`src/rtl/cam_bank_sequencer.sv`:
```
// Packs camera bytes into 32-bit words and writes them round-robin into a set
// of RAM banks. The CPU arms the capture and returns drained banks by pulsing a release bit.
module cam_bank_sequencer #(
  parameter int WORDS_PER_BANK = 512,
  parameter int NUM_BANKS      = 4
) (
  input  logic                                     PCLKI,
  input  logic                                     WBs_RST_i,
  input  logic                                     VSYNCI,
  input  logic                                     HREFI,
  input  logic [7:0]                               CAM_DAT,
  input  logic                                     arm_i,
  input  logic [NUM_BANKS-1:0]                     bank_release_i,
  output logic [NUM_BANKS-1:0]                     ram_we_o,
  output logic [((WORDS_PER_BANK > 1) ? $clog2(WORDS_PER_BANK) : 1)-1:0] ram_wa_o,
  output logic [31:0]                              ram_wd_o,
  output logic [NUM_BANKS-1:0]                     bank_full_o,
  output logic [((NUM_BANKS > 1) ? $clog2(NUM_BANKS) : 1)-1:0] cur_bank_o,
  output logic                                     overflow_o,
  output logic                                     frame_done_o,
  output logic [1:0]                               state_o
);

  localparam int AW = (WORDS_PER_BANK > 1) ? $clog2(WORDS_PER_BANK) : 1;
  localparam int BW = (NUM_BANKS > 1) ? $clog2(NUM_BANKS) : 1;
  localparam logic [AW-1:0] LAST_ADDR = AW'(WORDS_PER_BANK - 1);
  localparam logic [BW-1:0] LAST_BANK = BW'(NUM_BANKS - 1);

  typedef enum logic [1:0] {IDLE = 2'd0, ARMED = 2'd1, CAPTURE = 2'd2, DROP = 2'd3} state_t;

  state_t               state_reg;
  logic                 arm_meta_reg;
  logic                 arm_sync_reg;
  logic                 vsync_reg;
  logic                 end_pending_reg;
  logic [1:0]           byte_cnt_reg;
  logic [23:0]          pack_reg;
  logic [NUM_BANKS-1:0] full_set;
  logic [NUM_BANKS-1:0] full_next;
  logic [NUM_BANKS-1:0] bank_sel;
  logic [BW-1:0]        next_bank;
  logic [31:0]          partial_word;
  logic                 wr_active;
  logic                 byte_valid;
  logic                 vsync_rise;
  logic                 vsync_fall;
  logic                 next_is_full;

  assign wr_active    = |ram_we_o;
  assign byte_valid   = VSYNCI & HREFI;
  assign vsync_rise   = VSYNCI & ~vsync_reg;
  assign vsync_fall   = ~VSYNCI & vsync_reg;
  assign bank_sel     = NUM_BANKS'(1) << cur_bank_o;
  assign next_bank    = (cur_bank_o == LAST_BANK) ? '0 : cur_bank_o + BW'(1);
  // With a single bank the bank we advance to is the one just filled.
  assign next_is_full = (next_bank == cur_bank_o) | bank_full_o[next_bank];
  assign state_o      = state_reg;

  // Set wins over release; releasing an empty bank is a no-op.
  generate
    for (genvar gi = 0; gi < NUM_BANKS; gi++) begin : g_full
      assign full_set[gi]  = wr_active && (ram_wa_o == LAST_ADDR) && (cur_bank_o == BW'(gi));
      assign full_next[gi] = full_set[gi] | (bank_full_o[gi] & ~bank_release_i[gi]);
    end
  endgenerate

  // Left-justify a 1-3 byte remainder, zero in the unused low bytes.
  always_comb begin
    partial_word = 32'h0;
    case (byte_cnt_reg)
      2'd1:    partial_word = {pack_reg[7:0], 24'h0};
      2'd2:    partial_word = {pack_reg[15:0], 16'h0};
      default: partial_word = {pack_reg[23:0], 8'h0};
    endcase
  end

  always_ff @(posedge PCLKI or posedge WBs_RST_i) begin
    if (WBs_RST_i) begin
      state_reg       <= IDLE;
      arm_meta_reg    <= 1'b0;
      arm_sync_reg    <= 1'b0;
      vsync_reg       <= 1'b0;
      end_pending_reg <= 1'b0;
      byte_cnt_reg    <= 2'd0;
      pack_reg        <= 24'h0;
      ram_we_o        <= '0;
      ram_wa_o        <= '0;
      ram_wd_o        <= 32'h0;
      bank_full_o     <= '0;
      cur_bank_o      <= '0;
      overflow_o      <= 1'b0;
      frame_done_o    <= 1'b0;
    end else begin
      arm_meta_reg <= arm_i;
      arm_sync_reg <= arm_meta_reg;
      vsync_reg    <= VSYNCI;
      bank_full_o  <= full_next;
      ram_we_o     <= '0;
      frame_done_o <= 1'b0;

      // Address/bank bookkeeping runs the cycle after each strobe.
      if (wr_active) begin
        if (ram_wa_o == LAST_ADDR) begin
          ram_wa_o   <= '0;
          cur_bank_o <= next_bank;
          if (next_is_full) begin
            overflow_o <= 1'b1;
            if (state_reg == CAPTURE && !end_pending_reg) state_reg <= DROP;
          end
        end else begin
          ram_wa_o <= ram_wa_o + AW'(1);
        end
      end

      case (state_reg)
        IDLE: begin
          if (arm_sync_reg) state_reg <= ARMED;
        end
        ARMED: begin
          if (!arm_sync_reg) begin
            state_reg <= IDLE;
          end else if (vsync_rise) begin
            state_reg       <= CAPTURE;
            overflow_o      <= 1'b0;
            byte_cnt_reg    <= 2'd0;
            ram_wa_o        <= '0;
            end_pending_reg <= 1'b0;
          end
        end
        CAPTURE: begin
          if (end_pending_reg) begin
            end_pending_reg <= 1'b0;
            frame_done_o    <= 1'b1;
            state_reg       <= arm_sync_reg ? ARMED : IDLE;
          end else if (vsync_fall) begin
            byte_cnt_reg <= 2'd0;
            if (byte_cnt_reg != 2'd0) begin
              ram_wd_o        <= partial_word;
              ram_we_o        <= bank_sel;
              end_pending_reg <= 1'b1;
            end else begin
              frame_done_o <= 1'b1;
              state_reg    <= arm_sync_reg ? ARMED : IDLE;
            end
          end else if (byte_valid) begin
            pack_reg     <= {pack_reg[15:0], CAM_DAT};
            byte_cnt_reg <= byte_cnt_reg + 2'd1;
            if (byte_cnt_reg == 2'd3) begin
              ram_wd_o <= {pack_reg[23:0], CAM_DAT};
              ram_we_o <= bank_sel;
            end
          end
        end
        DROP: begin
          if (vsync_fall) begin
            frame_done_o <= 1'b1;
            state_reg    <= arm_sync_reg ? ARMED : IDLE;
          end
        end
        default: state_reg <= IDLE;
      endcase
    end
  end

endmodule

```
`config.mk`:
```
export PLATFORM = sky130hd
export DESIGN_NAME = cam_bank_sequencer
export DESIGN_NICKNAME = d
export VERILOG_FILES = /design/src/rtl/cam_bank_sequencer.sv
export SDC_FILE = /design/constraint.sdc
export NUM_CORES = 1
export LEC_CHECK = 0
export BUFFER_PORTS_ARGS = -buffer_cell sky130_fd_sc_hd__buf_2
export CAP_MARGIN = 5
export CORE_MARGIN = 5
export CORE_UTILIZATION = 41
export DETAILED_ROUTE_END_ITERATION = 16
export PLACE_DENSITY = 0.71
export SLEW_MARGIN = 15
export SYNTH_ARGS = -nofsm -noshare
export SYNTH_HDL_FRONTEND = slang
export SYNTH_SLANG_ARGS = --single-unit
```
`constraint.sdc`:
```
create_clock -name PCLKI -period 5.8 [get_ports PCLKI]
set_input_delay 1.16 -clock PCLKI [delete_from_list [all_inputs] [get_ports PCLKI]]
set_output_delay 1.16 -clock PCLKI [all_outputs]
set_load 0.005 [all_outputs]
```
==> parameters.txt, run 1 <==
Parameter                              Value

Timing
  Final Hold Vio Count    0
  Worst Tran Pin Value    947.9 ps
  Worst Clk Skew    11.11 ps
  Remaining max-slew budget at the tightest pin    36.62%
  Smallest setup slack after layout    3256 ps
  Setup repair after global routing missed its margin    false
  Fmax    393.1 MHz
  Clock period minus final worst setup slack    2544 ps
  Min Hold Slack    351.5 ps
  Setup TNS after final layout    0 ps
  Number of setup violations in the final report    0
  Final slew viol count    0
  Ratio of final minimum period to clock period    43.86%

Synth
  Post-Synthesis Cells    359
  Warnings from Yosys    0
  Post-Syn Nets    387
  Register bit count reported by yosys    85
  Most area-hungry cell type in the Yosys netlist    sky130_fd_sc_hd__dfrtp_1
  Number of distinct standard cells referenced by the synthesized netlist    46
  Top post-synthesis cells by count    sky130_fd_sc_hd__dfrtp_1, sky130_fd_sc_hd__nand2_1, sky130_fd_sc_hd__o21ai_0
  Prevailing post-synth register cell    sky130_fd_sc_hd__dfrtp_1
  Number of enable-type register cells in the synthesized netlist    0
  Synthesized area divided by synthesized cell count    10.68 um2
  Library cell with the highest instance count after synthesis    sky130_fd_sc_hd__dfrtp_1
  Syn Std Cell Area    3834 um2
  Fraction of post-synthesis cell area in the top cell type by area    55.48%
  Main area contributors after synthesis    sky130_fd_sc_hd__dfrtp_1, sky130_fd_sc_hd__mux2_2, sky130_fd_sc_hd__nand2_1
  Synth async-reset ratio    100.0%
  Share of the yosys chip area belonging to registers    55.48%

Detailed routing
  Met3 wire length    433 um
  Mean number of vias per cell    5.212
  Number of nets with antenna violations after detailed routing    0
  Routed wire length per instance    15.52 um
  Total number of vias    2809
  Met2 wire length    3.838 mm
  Iteration-0 DRC count of the detailed router    185
  Met1 wire length    3.982 mm
  Final routed wirelength across all metal layers    8.364 mm
  DRC violations left    0
  Uppermost layer routed    met4
  First drt pass iteration count    4

Clocking
  Clock sink count    85
  Number of buffers inserted during clock tree synthesis    9
  CTS tree    built
  Number of cells upsized or downsized after cts    0
  Post-CTS Setup Bufs    0
  Clock slew seen by the registers of the worst setup and hold paths    90 ps
  Insertion delay to the later sink of the worst-skew pair    350 ps
  Maximum root-to-sink buffer count    2
  CTS Root Buffer Type    sky130_fd_sc_hd__clkbuf_8
  Number of H-tree levels    3
  Hold Buf Count CTS    0

Global routing
  GR Overflow Total    0
  Combined global-route utilization of all metal layers    15.59%
  Vias in the first global route    2873
  Maximum number of pins on one net before global-route repair    69
  Number of antenna violations at the first check in global routing    0
  Global-route wire length before repair    14.33 mm

Layout
  Ratio of cells with drive above 1 in the final layout    26.87%
  Synth-to-Final Area Change    14.92%
  Fillers    885
  Final-stage net count    452
  Final Util    47.90%
  Inserted Diodes    0
  Max FFs per register    32

Worst setup path
  Start-to-end type of the worst setup path    in2reg
  Required time at the endpoint of the critical path    6010 ps
  CP cell instances    buf_2 -> nand3b_1 -> a221o_1 -> o21ai_0 -> o21ai_0
  Crit-path max FO    24
  Crit end category    register
  FF-to-FF Start    cur_bank_o[0]$_DFFE_PP0P_
  Cell type with the highest occurrence count on the critical path    sky130_fd_sc_hd__o21ai_0
  Kind of start point of the critical path    primary input
  Cell type group with the largest total delay on the critical path    simple AND/OR/NAND/NOR gates
  Combined buffer and inverter count along the critical path    1
  Crit path largest cell delay    730 ps
  Arrival time worst endpoint    2750 ps
  Worst setup path start    VSYNCI
  Slowest cell on the critical path    sky130_fd_sc_hd__nand3b_1

Power
  Part of the total power dissipated in sequential elements    53.1%
  Leakage component of the power    2.254 nW
  Internal Dissipation    1.078 mW
  Share of total power in combinational logic    20.7%
  Net switching share of the total power    31.18%
  Design Power    1.567 mW
  Peak supply drop    143.3 uV
  Switch Pwr    0.4886 mW
  P per Cell Area    355.7 nW/um2
  Part of the total power dissipated in the clock network    26.1%

Floorplanning
  Die width    106.7 um
  Initial Utilization    41.69%
  Core Area    9196 um2
  Total I/O pin count    72
  Die Area    11380 um2
  Die span in y    106.7 um
  Number of rows created at floorplan    35

Status
  Result of the run    completed

Placement
  Routability congestion estimate from global placement    0.7883
  Port Buffers    71
  Worst slack, placed    2880 ps
  Final HPWL from detailed placement    5.740 mm

Job
  Max-capacitance violation count    0

Min path
  Startpoint of the tightest hold check path    arm_meta_reg$_DFF_PP0_
  Worst min path class    reg2reg
cells in the final DEF (no fill, tap or decap), types with 2 or more instances in the layout:
master                     count
sky130_fd_sc_hd__o21ai_1      20
sky130_fd_sc_hd__mux2_2       24
sky130_fd_sc_hd__o22ai_1       6
sky130_fd_sc_hd__dfrtp_1      85
sky130_fd_sc_hd__xor2_1        3
sky130_fd_sc_hd__a221o_1       8
sky130_fd_sc_hd__nand2_1      62
sky130_fd_sc_hd__clkinv_2      2
sky130_fd_sc_hd__clkbuf_8      9
sky130_fd_sc_hd__o311ai_0      2
sky130_fd_sc_hd__and3_1        8
sky130_fd_sc_hd__nor2b_1       3
sky130_fd_sc_hd__clkinv_4      2
sky130_fd_sc_hd__o32ai_1       2
sky130_fd_sc_hd__inv_1        15
sky130_fd_sc_hd__buf_2        71
sky130_fd_sc_hd__and2_1        3
sky130_fd_sc_hd__ha_1         11
sky130_fd_sc_hd__a21oi_1      11
sky130_fd_sc_hd__nor2_1       16
sky130_fd_sc_hd__xnor2_1       5
sky130_fd_sc_hd__nor3_1        4
sky130_fd_sc_hd__o21ai_0      28
sky130_fd_sc_hd__nand3_1       3
logic make-up (layout without fill, tap and decap cells):
logic type,after synthesis,after routing,share of synthesized area [%]
AND/OR/NAND/NOR,113,113,14.03
flip-flops,85,85,55.48
AO/OA/AOI/OAI,84,84,13.32
buffers and inverters,34,103,4.699
multiplexers,24,24,7.050
adder cells (fa/ha/maj),11,11,3.590
XOR/XNOR,8,8,1.828
layout make-up:
type,instances,area [um2],share of cell area [%]
clock buffers,10,127.6,2.897
repair buffers,72,362.8,8.236
well taps,111,138.9,3.153
inverters,16,61.31,1.392
multi-input cells,240,1526,34.65
flip-flops and latches,85,2127,48.28
clock inverters,5,61.31,1.392
metal layers:
| layer | vias to the layer above | global-route usage, % |
|---|---|---|
| li1 | 1369 | - |
| met1 | 1373 | 21.48 |
| met5 | - | 0 |
| met2 | 59 | 24.19 |
| met4 | 0 | 5.114 |
| met3 | 8 | 3.853 |
power by group through the flow:
stage	registers (mW)	logic, mW	clock network (mW)
after floorplan	0.815	0.227	0
after global placement	0.835	0.320	0
after detailed placement	0.842	0.331	0
after CTS	0.832	0.332	0.424
after global routing	0.855	0.375	0.449
final	0.833	0.325	0.410
worst paths after layout:
kind / to / slack [ps] / depth (start not counted)
worst max register to register: state_o[0]$_DFF_PP0_ / 3390 / 6
worst max-delay path: ram_wd_o[26]$_DFFE_PP0P_ / 3260 / 5
worst min register to register: arm_sync_reg$_DFF_PP0_ / 350 / 0
min in group asynchronous: bank_full_o[1]$_DFF_PP0_ / 760 / 2
worst min-delay path: arm_sync_reg$_DFF_PP0_ / 350 / 0
max in group asynchronous: arm_sync_reg$_DFF_PP0_ / 3910 / 3
metrics by stage:
step                instances  cell area (um2)
global placement          524             4217
global route              539             4405
CTS                       539             4405
detailed placement        524             4217
finish                    539             4405
floorplan                 359             3834
Power figures use the tool's default switching activity.
==> inputs of run 2 (changes only) <==
--- a/config.mk
+++ b/config.mk
@@ -5,6 +5,7 @@
 export SDC_FILE = /design/constraint.sdc
 export NUM_CORES = 1
 export LEC_CHECK = 0
+export ABC_AREA = 1
 export BUFFER_PORTS_ARGS = -buffer_cell sky130_fd_sc_hd__buf_2
 export CAP_MARGIN = 5
 export CORE_MARGIN = 5
==> constraint.sdc (replaced) <==
create_clock -name PCLKI -period 2.4 [get_ports PCLKI]
set_input_delay 0.48 -clock PCLKI [delete_from_list [all_inputs] [get_ports PCLKI]]
set_output_delay 0.48 -clock PCLKI [all_outputs]
set_load 0.005 [all_outputs]
==> parameters.txt, run 2 <==
Parameter                              Value

Synth
  Share of the yosys chip area belonging to registers    52.86% (-2.6 points)
  Main area contributors after synthesis    sky130_fd_sc_hd__dfrtp_1, sky130_fd_sc_hd__nand2_1, sky130_fd_sc_hd__o21ai_0
  Fraction of post-synthesis cell area in the top cell type by area    52.86% (-2.6 points)
  Synthesized area divided by synthesized cell count    8.561 um2 (-20%)
  Post-Synthesis Cells    470 (+31%)
  Post-Syn Nets    498 (+29%)
  Top post-synthesis cells by count    sky130_fd_sc_hd__nand2_1, sky130_fd_sc_hd__dfrtp_1, sky130_fd_sc_hd__o21ai_0
  Register bit count reported by yosys    85 (unchanged)
  Library cell with the highest instance count after synthesis    sky130_fd_sc_hd__nand2_1
  Warnings from Yosys    0 (unchanged)
  Number of distinct standard cells referenced by the synthesized netlist    25 (-46%)
  Number of enable-type register cells in the synthesized netlist    0 (unchanged)
  Prevailing post-synth register cell    sky130_fd_sc_hd__dfrtp_1
  Syn Std Cell Area    4024 um2 (+5.0%)
  Most area-hungry cell type in the Yosys netlist    sky130_fd_sc_hd__dfrtp_1
  Synth async-reset ratio    100.0% (unchanged)

Floorplanning
  Number of rows created at floorplan    36 (+2.9%)
  Die width    109.1 um (+2.2%)
  Core Area    9684 um2 (+5.3%)
  Die Area    11900 um2 (+4.5%)
  Initial Utilization    41.55% (-0.14 points)
  Total I/O pin count    72 (unchanged)
  Die span in y    109.1 um (+2.2%)

Clocking
  CTS tree    built
  Number of buffers inserted during clock tree synthesis    9 (unchanged)
  Clock sink count    85 (unchanged)
  Post-CTS Setup Bufs    0 (unchanged)
  Hold Buf Count CTS    0 (unchanged)
  Number of H-tree levels    3 (unchanged)
  Maximum root-to-sink buffer count    2 (unchanged)
  Number of cells upsized or downsized after cts    0 (unchanged)
  CTS Root Buffer Type    sky130_fd_sc_hd__clkbuf_8
  Clock slew seen by the registers of the worst setup and hold paths    90 ps (about the same)
  Insertion delay to the later sink of the worst-skew pair    370 ps (+20 ps)

Worst setup path
  Crit-path max FO    33 (+38%)
  Required time at the endpoint of the critical path    2710 ps (-3300 ps)
  Reg2reg path depth    8 (+2)
  FF-to-FF Start    vsync_reg$_DFF_PP0_
  FF-to-FF End    ram_wd_o[6]$_DFFE_PP0P_
  Worst setup endpoint    ram_wd_o[6]$_DFFE_PP0P_
  CP cell instances    nand2_4 -> inv_2 -> nand2_2 -> nand3_4 -> nor2_4 -> buf_4 -> nand3_1 -> nand2_1
  Slowest cell on the critical path    sky130_fd_sc_hd__dfrtp_1
  Arrival time worst endpoint    2240 ps (-510 ps)
  Start-to-end type of the worst setup path    reg2reg
  Crit end category    register
  Kind of start point of the critical path    register
  Worst setup path start    vsync_reg$_DFF_PP0_
  Crit path largest cell delay    420 ps (-310 ps)
  Worst R2R Setup Slack    470 ps (-2920 ps)

Timing
  Remaining max-slew budget at the tightest pin    64.85% (+28 points)
  Clock period minus final worst setup slack    1934 ps
  Setup TNS after final layout    0 ps (unchanged)
  Fmax    517.0 MHz
  Number of setup violations in the final report    0 (unchanged)
  Final slew viol count    0 (unchanged)
  Ratio of final minimum period to clock period    80.60%
  Setup repair after global routing missed its margin    false
  Worst Clk Skew    12.50 ps (+1.384 ps)
  Final Hold Vio Count    0 (unchanged)
  Smallest setup slack after layout    465.7 ps (-2790 ps)
  Worst Tran Pin Value    526.5 ps (-421.4 ps)

Status
  Result of the run    completed

Placement
  Port Buffers    71 (unchanged)
  Worst slack, placed    286.1 ps (-2594 ps)
  Placement-stage cell area    4468 um2 (+6.0%)
  Final HPWL from detailed placement    6.635 mm (+16%)
  Routability congestion estimate from global placement    0.8313 (+5.5%)

Layout
  Fillers    880 (-0.56%)
  Most common cell after layout, fill and taps aside    sky130_fd_sc_hd__nand2_1
  Final-stage net count    563 (+25%)
  Most frequent cells in the layout    sky130_fd_sc_hd__nand2_1, sky130_fd_sc_hd__dfrtp_1, sky130_fd_sc_hd__buf_2
  Final Cell Area    4701 um2 (+6.7%)
  Synth-to-Final Area Change    16.82%
  Inserted Diodes    0 (unchanged)
  Ratio of cells with drive above 1 in the final layout    20.78% (-6.1 points)
  Max FFs per register    32 (unchanged)

Global routing
  Combined global-route utilization of all metal layers    17.14% (+1.6 points)
  Number of antenna violations at the first check in global routing    0 (unchanged)
  Global-route wire length before repair    15.97 mm (+11%)
  Vias in the first global route    3261 (+14%)
  GR Overflow Total    0 (unchanged)
  Maximum number of pins on one net before global-route repair    86 (+25%)

Detailed routing
  Final routed wirelength across all metal layers    9.612 mm (+15%)
  Mean number of vias per cell    5.058 (-2.9%)
  Routed wire length per instance    14.30 um (-7.8%)
  Iteration-0 DRC count of the detailed router    282 (+52%)
  First drt pass iteration count    4 (unchanged)
  Number of nets with antenna violations after detailed routing    0 (unchanged)
  DRC violations left    0 (unchanged)
  Total number of vias    3399 (+21%)

Job
  Max-capacitance violation count    0 (unchanged)

Power
  Peak supply drop    358.5 uV (+150%)
  P per Cell Area    1113 nW/um2 (+210%)
  Leakage component of the power    2.434 nW (+8.0%)

Min path
  Worst min path class    in2async
==> run 2: cell type report <==
cell class | instances | area (um2) | area share (%)
clock buffers | 12 | 165.2 | 3.513
inverters | 53 | 202.7 | 4.312
repair buffers | 75 | 397.9 | 8.464
flip-flops and latches | 85 | 2127 | 45.25
well taps | 133 | 166.4 | 3.540
multi-input cells | 311 | 1574 | 33.48
clock inverters | 3 | 67.56 | 1.437
==> run 2: where the power goes <==
part	total, mW	switching [mW]	internal [mW]	leakage [nW]
clock	1.18	0.513	0.666	0.115
combinational	1.74	1.09	0.654	1.23
sequential	2.31	0.355	1.95	1.09
total	5.23	1.96	3.27	2.43
==> run 2: metal layers <==
metal | wire (um) | track usage, % | vias to the layer above | share of wire [%]
li1 | - | - | 1666 | -
met2 | 4577 | 27.59 | 88 | 48
met4 | 167 | 7.214 | 0 | 1.7
met1 | 4316 | 22.34 | 1632 | 45
met5 | 0 | 0 | - | 0
met3 | 550 | 3.730 | 13 | 5.7
==> run 2: how the worst min path moves through the flow <==
stage / end / slack (ps) / cells after the start
floorplan: arm_sync_reg$_DFF_PP0_ / 330 / 0
finish: ram_wd_o[11]$_DFFE_PP0P_ / 220 / 3
global route: arm_meta_reg$_DFF_PP0_ / 210 / 1
detailed placement: arm_sync_reg$_DFF_PP0_ / 340 / 0
global placement: arm_sync_reg$_DFF_PP0_ / 340 / 0
CTS: arm_meta_reg$_DFF_PP0_ / 210 / 1
==> run 2: cell families after synthesis <==
group / share of synthesized area (%)
and+or+nand+nor: 21.08
AOI/OAI and AO/OA: 14.61
DFF: 52.86
buffers and inverters: 8.022
adders and majority gates: 3.420
==> run 2: through the flow <==
| step | utilization [%] | power [mW] | hold WS (ps) | std cells |
|---|---|---|---|---|
| final | 48.54 | 5.230 | 222.8 | 672 |
| after global routing | 48.54 | 5.629 | 207.8 | 672 |
| after CTS | 48.54 | 5.251 | 206.4 | 672 |
| after detailed placement | 46.14 | 4.073 | 336.5 | 657 |
| after global placement | 46.14 | 4.017 | 335.5 | 657 |
| after floorplan | - | 3.386 | 331.2 | 470 |
==> run 2: critical path: cells and delay by family (launching register included) <==
kind | cells | cell delay [ps]
and+or+nand+nor | 6 | 990
DFF | 1 | 420
buffers and inverters | 2 | 460
==> inputs of run 3 (changes only) <==
==> constraint.sdc (replaced) <==
create_clock -name PCLKI -period 1.8 [get_ports PCLKI]
set_input_delay 0.36 -clock PCLKI [delete_from_list [all_inputs] [get_ports PCLKI]]
set_output_delay 0.36 -clock PCLKI [all_outputs]
set_load 0.005 [all_outputs]
==> parameters.txt, run 3 (synthesis gave the netlist of run 2 again) <==
Parameter                              Value

Clocking
  CTS Root Buffer Type    sky130_fd_sc_hd__clkbuf_8
  CTS tree    built
  Insertion delay to the later sink of the worst-skew pair    360 ps (about the same)
  Clock slew seen by the registers of the worst setup and hold paths    80 ps (about the same)
  Maximum root-to-sink buffer count    2 (unchanged)
  Number of H-tree levels    3 (unchanged)
  Clock sink count    85 (unchanged)
  Number of buffers inserted during clock tree synthesis    9 (unchanged)

Floorplanning
  Core Area    9684 um2 (unchanged)
  Number of rows created at floorplan    36 (unchanged)
  Die span in y    109.1 um (unchanged)
  Die width    109.1 um (unchanged)
  Initial Utilization    41.55% (unchanged)
  Die Area    11900 um2 (unchanged)
  Total I/O pin count    72 (unchanged)

Detailed routing
  Iteration-0 DRC count of the detailed router    198 (-30%)
  DRC violations left    0 (unchanged)
  Routed wire length per instance    14.15 um (-1.1%)
  Total number of vias    3422 (+0.68%)
  Final routed wirelength across all metal layers    9.648 mm (+0.37%)
  Mean number of vias per cell    5.018 (-0.80%)
  First drt pass iteration count    4 (unchanged)
  Number of nets with antenna violations after detailed routing    0 (unchanged)

Min path
  Worst Hold Depth    1
  Worst Hold Endpoint    arm_meta_reg$_DFF_PP0_
  Startpoint of the tightest hold check path    arm_i
  Worst min path class    in2reg

Worst setup path
  Arrival time worst endpoint    1930 ps (-310 ps)
  Crit path largest cell delay    400 ps (-20 ps)
  Reg2reg path depth    8 (unchanged)
  FF-to-FF End    overflow_o$_DFF_PP0_
  Slowest cell on the critical path    sky130_fd_sc_hd__dfrtp_1
  Worst R2R Setup Slack    160 ps (-310 ps)
  Required time at the endpoint of the critical path    2090 ps (-620 ps)
  FF-to-FF Start    ram_wa_o[1]$_DFF_PP0_
  Kind of start point of the critical path    register
  Combined buffer and inverter count along the critical path    1 (-1)
  Start-to-end type of the worst setup path    reg2reg
  Crit-path max FO    9 (-73%)
  Cell type group with the largest total delay on the critical path    simple AND/OR/NAND/NOR gates
  Crit end category    register
  CP cell instances    ha_2 -> nand3_1 -> nor2_1 -> ha_1 -> nand2_1 -> buf_4 -> nand3b_1 -> a21boi_0
  Cell depth of the worst setup path    8 (unchanged)

Placement
  Final HPWL from detailed placement    6.818 mm (+2.8%)
  Routability congestion estimate from global placement    0.8667 (+4.3%)
  Port Buffers    71 (unchanged)
  Dpl cells    665 (+1.2%)

Timing
  Final slew viol count    0 (unchanged)
  Setup TNS after final layout    0 ps (unchanged)
  Clock period minus final worst setup slack    1642 ps (-291.9 ps)
  Ratio of final minimum period to clock period    91.25% (+11 points)
  Setup repair after global routing missed its margin    false
  Remaining max-slew budget at the tightest pin    63.33% (-1.5 points)
  Worst Clk Skew    8.403 ps (-4.093 ps)
  Fmax    608.8 MHz (+18%)
  Final Hold Vio Count    0 (unchanged)
  Worst Tran Pin Value    549.2 ps (+22.73 ps)
  Number of setup violations in the final report    0 (unchanged)

Global routing
  Vias in the first global route    3337 (+2.3%)
  Number of antenna violations at the first check in global routing    0 (unchanged)
  Maximum number of pins on one net before global-route repair    46 (-47%)
  Global-route wire length before repair    15.93 mm (-0.26%)
  GR Overflow Total    0 (unchanged)
  Combined global-route utilization of all metal layers    17.06% (-0.082 points)

Layout
  Final-stage net count    573 (+1.8%)
  Ratio of cells with drive above 1 in the final layout    22.40% (+1.6 points)
  Most common cell after layout, fill and taps aside    sky130_fd_sc_hd__nand2_1
  Fillers    921 (+4.7%)
  Max FFs per register    32 (unchanged)
  Most frequent cells in the layout    sky130_fd_sc_hd__nand2_1, sky130_fd_sc_hd__dfrtp_1, sky130_fd_sc_hd__buf_2
  Synth-to-Final Area Change    18.38%
  Layout Cells excl Fill    682 (+1.5%)
  Inserted Diodes    0 (unchanged)
  Final Util    49.19% (+0.65 points)

Power
  P per Cell Area    1406 nW/um2 (+26%)
  Leakage component of the power    2.472 nW (+1.5%)
  Peak supply drop    467.2 uV (+30%)

Status
  Result of the run    completed

Job
  Max-capacitance violation count    0 (unchanged)
run 3: changes by cell type in the layout (fill, tap and decap cells not counted):
cell / before / now
sky130_fd_sc_hd__buf_12: 1 / 5
sky130_fd_sc_hd__buf_4: 3 / 8
sky130_fd_sc_hd__bufinv_16: 2 / 0
sky130_fd_sc_hd__clkbuf_8: 12 / 10
sky130_fd_sc_hd__clkinv_2: 0 / 4
sky130_fd_sc_hd__dlygate4sd3_1: 0 / 1
sky130_fd_sc_hd__ha_1: 11 / 10
sky130_fd_sc_hd__ha_2: 0 / 1
sky130_fd_sc_hd__inv_1: 48 / 47
sky130_fd_sc_hd__inv_2: 4 / 5
run 3: layout make-up:
class / count / area, um2 / share of cell area (%)
clock buffers: 10 / 137.6 / 2.889
clock inverters: 5 / 27.53 / 0.5779
inverters: 53 / 202.7 / 4.255
repair buffers: 85 / 525.5 / 11.03
well taps: 133 / 166.4 / 3.494
multi-input cells: 311 / 1577 / 33.10
flip-flops and latches: 85 / 2127 / 44.65
run 3: routing by layer:
layer / vias to the layer above / track usage, % / share of wire, %
li1: 1687 / - / -
met1: 1636 / 22.72 / 46
met2: 90 / 27.50 / 47
met3: 9 / 3.434 / 5.4
met4: 0 / 6.312 / 1.2
met5: - / 0 / 0
run 3: stage by stage:
step	total power [mW]	hold slack, ps	cell area, um2	setup WS, ps
6_report	6.696	98.85	4763	157.6
3_5_place_dp	5.529	256.9	4578	142.9
4_1_cts	6.724	90.31	4753	126.0
3_3_place_gp	5.448	258.3	4578	205.6
5_1_grt	7.237	93.01	4763	6.580
2_1_floorplan	4.515	331.2	4028	283.0
run 3: how the worst max path moves through the flow:
stage | end | slack [ps] | startpoint
floorplan | state_o[0]$_DFF_PP0_ | 280 | ram_wa_o[0]$_DFF_PP0_
global placement | overflow_o$_DFF_PP0_ | 210 | ram_wa_o[1]$_DFF_PP0_
detailed placement | ram_wa_o[4]$_DFF_PP0_ | 140 | ram_wa_o[0]$_DFF_PP0_
CTS | ram_wa_o[4]$_DFF_PP0_ | 130 | ram_wa_o[0]$_DFF_PP0_
global route | overflow_o$_DFF_PP0_ | 7 | ram_wa_o[0]$_DFF_PP0_
finish | overflow_o$_DFF_PP0_ | 160 | ram_wa_o[1]$_DFF_PP0_
run 3: timing repair:
item	CTS	global route
hold endpoints to repair	1	0
setup endpoints to repair	0	6
buffers inserted	0	1
hold buffers	1	0
gates resized for setup	0	2
run 3: report_power, final:
group          switching [mW]  internal [mW]
Clock                   0.679          0.521
Combinational            1.46          0.952
Sequential              0.476           2.60
